==> src/rtl/acorn128_phase_sequencer.sv <==
// Phase sequencer for an ACORN-128 core: steps INIT -> AD -> MSG -> FINAL -> DONE.
// Optional per-phase watchdog is built in with `define ACORN_PHASE_WATCHDOG_EN.
module acorn128_phase_sequencer #(
    parameter int unsigned INIT_STEPS     = 1792,
    parameter int unsigned PAD_STEPS      = 256,
    parameter int unsigned FINAL_STEPS    = 768,
    parameter int unsigned TIMEOUT_MARGIN = 16
) (
    input  logic        clk,
    input  logic        rst,
    input  logic        start_in,
    input  logic        encrypt_in,
    input  logic        abort_in,
    input  logic [63:0] ad_len_in,
    input  logic [63:0] msg_len_in,
    input  logic        done_ip_in,
    input  logic        done_pp_in,
    input  logic        done_ep_in,
    input  logic        done_fp_in,
    output logic        start_ip_out,
    output logic        start_pp_out,
    output logic        start_ep_out,
    output logic        start_fp_out,
    output logic        encrypt_out,
    output logic [2:0]  phase_out,
    output logic        busy_out,
    output logic        ready_out,
    output logic        error_out
);

    typedef enum logic [2:0] {
        StIdle  = 3'd0,
        StInit  = 3'd1,
        StAd    = 3'd2,
        StMsg   = 3'd3,
        StFinal = 3'd4,
        StDone  = 3'd5,
        StError = 3'd6
    } state_e;

    state_e      state_q, state_d;
    logic [64:0] cnt_q, cnt_d;
    logic [63:0] ad_len_q, msg_len_q;
    logic        encrypt_q;

    logic        busy;
    logic        accept;
    logic        phase_done;
    logic [64:0] exp_len;
    logic [65:0] limit;
    logic        early_done;
    logic        timed_out;
    logic        wd_trip;

    assign busy   = (state_q == StInit) || (state_q == StAd) ||
                    (state_q == StMsg)  || (state_q == StFinal);
    assign accept = start_in && !abort_in && ((state_q == StIdle) || (state_q == StDone));

    // Only the done flag of the phase currently running is honoured.
    always_comb begin
        phase_done = 1'b0;
        exp_len    = '0;
        case (state_q)
            StInit: begin
                phase_done = done_ip_in;
                exp_len    = 65'(INIT_STEPS);
            end
            StAd: begin
                phase_done = done_pp_in;
                exp_len    = {1'b0, ad_len_q} + 65'(PAD_STEPS);
            end
            StMsg: begin
                phase_done = done_ep_in;
                exp_len    = {1'b0, msg_len_q} + 65'(PAD_STEPS);
            end
            StFinal: begin
                phase_done = done_fp_in;
                exp_len    = 65'(FINAL_STEPS);
            end
            default: ;
        endcase
    end

    // cnt + 1 < exp is cnt < exp - 1 without underflow when exp is 0.
    assign limit      = {1'b0, exp_len} + 66'(TIMEOUT_MARGIN);
    assign early_done = phase_done && ((cnt_q + 65'd1) < exp_len);
    assign timed_out  = busy && !phase_done && ({1'b0, cnt_q} >= limit);

`ifdef ACORN_PHASE_WATCHDOG_EN
    assign wd_trip = early_done || timed_out;
`else
    assign wd_trip = 1'b0;
    logic unused_wd;
    assign unused_wd = early_done ^ timed_out;
`endif

    always_ff @(posedge clk or negedge rst) begin
        if (!rst) begin
            state_q <= StIdle;
        end else begin
            state_q <= state_d;
        end
    end

    always_comb begin
        state_d = state_q;
        if (abort_in) begin
            state_d = StIdle;
        end else if (wd_trip) begin
            state_d = StError;
        end else begin
            case (state_q)
                StIdle, StDone: if (start_in)   state_d = StInit;
                StInit:         if (phase_done) state_d = StAd;
                StAd:           if (phase_done) state_d = StMsg;
                StMsg:          if (phase_done) state_d = StFinal;
                StFinal:        if (phase_done) state_d = StDone;
                default: ;
            endcase
        end
    end

    always_comb begin
        if (state_d != state_q) begin
            cnt_d = '0;
        end else if (busy) begin
            cnt_d = cnt_q + 65'd1;
        end else begin
            cnt_d = cnt_q;
        end
    end

    always_ff @(posedge clk or negedge rst) begin
        if (!rst) begin
            cnt_q     <= '0;
            ad_len_q  <= '0;
            msg_len_q <= '0;
            encrypt_q <= 1'b0;
        end else begin
            cnt_q <= cnt_d;
            if (accept) begin
                ad_len_q  <= ad_len_in;
                msg_len_q <= msg_len_in;
                encrypt_q <= encrypt_in;
            end
        end
    end

    always_comb begin
        start_ip_out = (state_q == StInit);
        start_pp_out = (state_q == StAd);
        start_ep_out = (state_q == StMsg);
        start_fp_out = (state_q == StFinal);
        busy_out     = busy;
        ready_out    = (state_q == StDone);
        encrypt_out  = encrypt_q;
        phase_out    = state_q;
`ifdef ACORN_PHASE_WATCHDOG_EN
        error_out    = (state_q == StError);
`else
        error_out    = 1'b0;
`endif
    end

endmodule

==> config.mk <==
export PLATFORM = sky130hd
export DESIGN_NAME = acorn128_phase_sequencer
export DESIGN_NICKNAME = d
export VERILOG_FILES = /design/src/rtl/acorn128_phase_sequencer.sv
export SDC_FILE = /design/constraint.sdc
export NUM_CORES = 1
export LEC_CHECK = 0
export ABC_AREA = 1
export CORE_UTILIZATION = 13
export CTS_BUF_LIST = sky130_fd_sc_hd__clkbuf_4
export CTS_CLUSTER_DIAMETER = 60
export DETAILED_ROUTE_END_ITERATION = 7
export PLACE_DENSITY = 0.95
export SYNTH_ARGS = -nofsm -noshare
export SYNTH_HDL_FRONTEND = slang
export SYNTH_SLANG_ARGS = --single-unit
==> constraint.sdc <==
create_clock -name clk -period 3.5 [get_ports clk]
set_clock_uncertainty 0.15 [all_clocks]
set_input_delay 0.35 -clock clk [delete_from_list [all_inputs] [get_ports clk]]
set_output_delay 0.35 -clock clk [all_outputs]
set_load 0.005 [all_outputs]
; Word-level counts from Yosys, hierarchy flattened
; Cells that the tools add are included.
; Widths: inputs -> output; s select.
[word_totals]
ff_bits = 4
input_bits = 137
output_inout_bits = 11
[op_classes]
muxes = 8
n_eq_ne = 10
n_reduce_logical = 11
[ops]
columns = cell, n
row1 = $mux 3, 6
row2 = $pmux 3 s5, 1
row3 = $ne 3x2->1 const B, 4
row4 = $eq 3x2->1 const B, 2
row5 = $eq 3x3->1 const B, 2
row6 = $reduce_and 6->1, 1
row7 = $reduce_bool 6->1, 1
row8 = $logic_or 1x1->1, 4
row9 = $pmux 1 s4, 1
row10 = $eq 3x1->1 const B, 1
row11 = $logic_not 3->1, 1
row12 = $ne 3x3->1 const B, 1
row13 = $logic_and 1x1->1, 2
row14 = $reduce_or 2->1, 1
row15 = $logic_not 1->1, 1

; Longest topological paths before layout
[logic_depth]
word_depth = 5
mapped_depth = 10
mapped_depth_nobuf = 10

; Worst setup path before layout
; OpenSTA, ideal clock, no wires.
[synth_path]
path_kind = reg-to-output
start = register state_q[1], in the netlist phase_out[1]
end = output busy_out
stages_incl_launch_ff = 7
setup_slack_ns = 2.094
n_path_buf = 1
arrival_time_ns = 0.906
cell_sequence = dfrtp_1 > buf_6 > clkinv_2 > nand2_2 > nor2_2 > nor2_4 > nand2_4
[synth_via]
elab_cells_between_ends = 7
[synth_rtl]
columns = item, line
row1 = "start, declared", 41  ; state_e state_q, state_d;
row2 = "start signal, assigned", 99  ; state_q <= StIdle;
row3 = "start signal, assigned", 101  ; state_q <= state_d;
row4 = $eq 3x3->1, --
row5 = named net start_fp_out, 23  ; output logic start_fp_out,
row6 = $logic_or 1x1->1, 56  ; (state_q == StMsg) || (state_q == StFinal);
row7 = "end, declared", 26  ; output logic busy_out,
; The timed path passes the listed nets, and every way through them passes these cells.

; Worst setup path in the final report
[layout_path]
start = register state_q[2], in the netlist phase_out[2]
end = output busy_out
[layout_via]
elab_chain_len = 4
elab_cells_between_ends = 7
[layout_lines]
columns = item, line
row1 = $eq 3x1->1 / $eq 3x2->1 (equally long branches), --
row2 = $logic_or 1x1->1 (2 in a row), 55  ; assign busy = (state_q == StInit) || (state_q == StAd) ||
row3 = $logic_or 1x1->1 (*), 56
; Mark *: on every way between the ends. The rest lies on a longest branch, timed or not.

==> summary.txt <==
Outcome -> finished, violations left
Failing checks -> DRC
# setup viols final -> 0
IO Count -> 148
Reg power frac -> 21.2%
Routed length per placed instance -> 8.87 um
Kind of critical path -> register to output pin
Largest net degree at the start of global routing -> 10
Num CTS Buffers -> 3
Setup tns final -> 0 ns
Critical Path End Type -> output pin
Worst-path clk slew -> 0.04 ns
Clk pwr share -> 12.0%
Top_reg_cell synth -> dfrtp_1
Worst path cell trace -> inv_2 -> nor2_2 -> nor2_4 -> nand2_4 -> clkdlybuf4s50_1
Clock latency reported for the late side of the worst-skew pair -> 0.23 ns
Worst Path Required -> 3.00 ns
Die X -> 57.5 um
Post-Syn Nets -> 194
Logic pwr share -> 66.7%
Final wirelength -> 940 um
Crit path DAT -> 1.71 ns
Clock sinks -> 4
H-Tree Depth -> 1
Gr ovfl total -> 0
CP max-delay cell -> dfrtp_1
Number of enable flip-flop cells after synthesis -> 0
Antenna violations before repair -> 0
Vias per inst -> 3.84
CTS tree -> yes
Ratio of cells with drive above 1 in the final layout -> 22.7%
Area Growth Syn to Fin -> 52.8%
Hpwl dp -> 742 um
Synth top area cells -> dfrtp_1 (25%), nand3_1 (10%), nand2_1 (8.4%)
Die Height -> 57.5 um
DRC -> 2
Overall Global Routing Usage -> 6.05%
Synth Area per Inst -> 7.02 um^2
Min-Delay Path Class -> input port to asynchronous set/reset pin
Post-CTS Repair Setup Buffers -> 0
Crit path time final -> 2.21 ns
Rows -> 19
Tcrit/Tclk final -> 63.3%
Initial core utilization -> 14.2%
Seq/Total Area, Yosys -> 25.0%
Global-route wire length before repair -> 1520 um
Post-cts resize count -> 0
PD cells -> 761 nW/um^2
VDD IR max -> 0.000324 V
Synth unique cells -> 19
Core ar. -> 2830 um^2
DR pass1 iterations -> 7
Gp weighted congestion -> 0.748
Vias in the first global route -> 354
Most frequent cells after synthesis -> nand2_1 (9), nand3_1 (8), inv_1 (7), dfrtp_1 (4), nor2_1 (4)
Power Total -> 466 uW
Switching share of total power -> 44.7%
Max-cap violations -> 0
Count leader, synth -> nand2_1
Nets -> 214
I/O Buffers -> 18
Static leakage -> 0.000296 uW
Fin. max-slew vios -> 0
Post-Syn Area -> 400 um^2
Post-Synthesis Cells -> 57
CP Buf/Inv Count -> 2
Cell taking the most area after synthesis -> dfrtp_1
Iter 0 DRT Violations -> 5
Delay-heaviest family, CP -> buffers and inverters
Vias -> 407
Worst-path fanout max -> 9
CP peak stage delay -> 0.55 ns
Seq cells post-synth -> 4
Max Freq -> 0.452 GHz
DIE AREA -> 3310 um^2
Syn. warnings -> 0
Detail Route Antenna Nets -> 0
P_int -> 258 uW
Post-synth ARST share -> 100%
# diodes -> 0
Hold buffers post-CTS -> 0
Clk buf depth -> 2
Critical Path Source Type -> register
Final Hold Viols -> 0
Post-Layout Inst Area -> 612 um^2
Root Driver -> clkbuf_4
Cell Area, Placed -> 589 um^2
Layout fillers -> 318
RSZ-0062 raised after global routing -> no
Post-synth top area share -> 25.0%
Reported net switching power -> 208 uW
==> metal layers <==
layer / GRT usage [%] / vias to the layer above / share of wire, %
li1: - / 213 / -
met1: 7.46 / 180 / 45
met2: 9.80 / 14 / 47
met3: 2.72 / 0 / 7.6
met4: 1.05 / 0 / 0
met5: 0 / - / 0
==> power groups by stage <==
| stage | Sequential (uW) | Clock, uW | Combinational (uW) |
|---|---|---|---|
| CTS | 99.3 | 60.1 | 314 |
| floorplan | 82.0 | 0 | 224 |
| global placement | 98.4 | 0 | 306 |
| global route | 103 | 63.9 | 342 |
| detailed placement | 99.3 | 0 | 311 |
| finish | 98.9 | 56.1 | 311 |
==> cells in the final DEF (no fill, tap or decap), types with 3 or more instances in the layout <==
cell type	instances
nor2_1	4
inv_2	3
inv_1	7
nand2_1	9
clkbuf_4	3
nor2_4	3
dfrtp_1	4
nand3_1	8
a21oi_1	3
clkdlybuf4s50_1	18
==> path summary, 6_finish.rpt <==
check	from	end	slack, ns	cells past startpoint
min	rst	encrypt_out	0.17	1
max	phase_out[2]	busy_out	1.29	5
max reg2reg	phase_out[1]	phase_out[2]	1.92	7
min in group clk	encrypt_out	encrypt_out	0.34	2
max in group asynchronous	rst	phase_out[1]	2.86	1
min reg2reg	encrypt_out	encrypt_out	0.34	2
==> cell families (layout without fill, tap and decap cells) <==
logic type | count (synthesis) | count (layout) | synth area share [%]
buf+inv | 14 | 32 | 18.1
simple gates | 32 | 32 | 45.6
flops | 4 | 4 | 25.0
other cells | 1 | 1 | 0.937
compound gates | 6 | 6 | 10.3
==> worst reg2reg max path: stages, from the launching register on <==
cell and delay [ns]:
dfrtp_1 0.52, clkinv_2 0.15, nand3_1 0.11, o21ai_1 0.13
a21oi_4 0.21, nand3_1 0.10, nand2_1 0.06, nor2_1 0.04
==> through the flow <==
step	instances	hold WS, ns	util (%)	setup WS, ns
4_1_cts	106	0.169	21.6	1.27
3_3_place_gp	103	0.325	20.8	1.54
5_1_grt	106	0.168	21.6	1.18
2_1_floorplan	57	-0.0956	-	2.09
3_5_place_dp	103	0.338	20.8	1.54
6_report	106	0.169	21.6	1.29
==> state kept, by name, summed over array words and instances (netlist names) <==
| name | cells |
|---|---|
| phase_out | 3 |
| encrypt_out | 1 |
==> area by class of cell <==
| type | count | area, um^2 | share of cell area (%) |
|---|---|---|---|
| inverters | 11 | 42.5 | 6.95 |
| flip-flops and latches | 4 | 100 | 16.4 |
| multi-input cells | 39 | 228 | 37.2 |
| well taps | 31 | 38.8 | 6.34 |
| clock buffers | 3 | 22.5 | 3.68 |
| repair buffers | 18 | 180 | 29.4 |
Note: power is estimated with default switching activity, not from simulation.
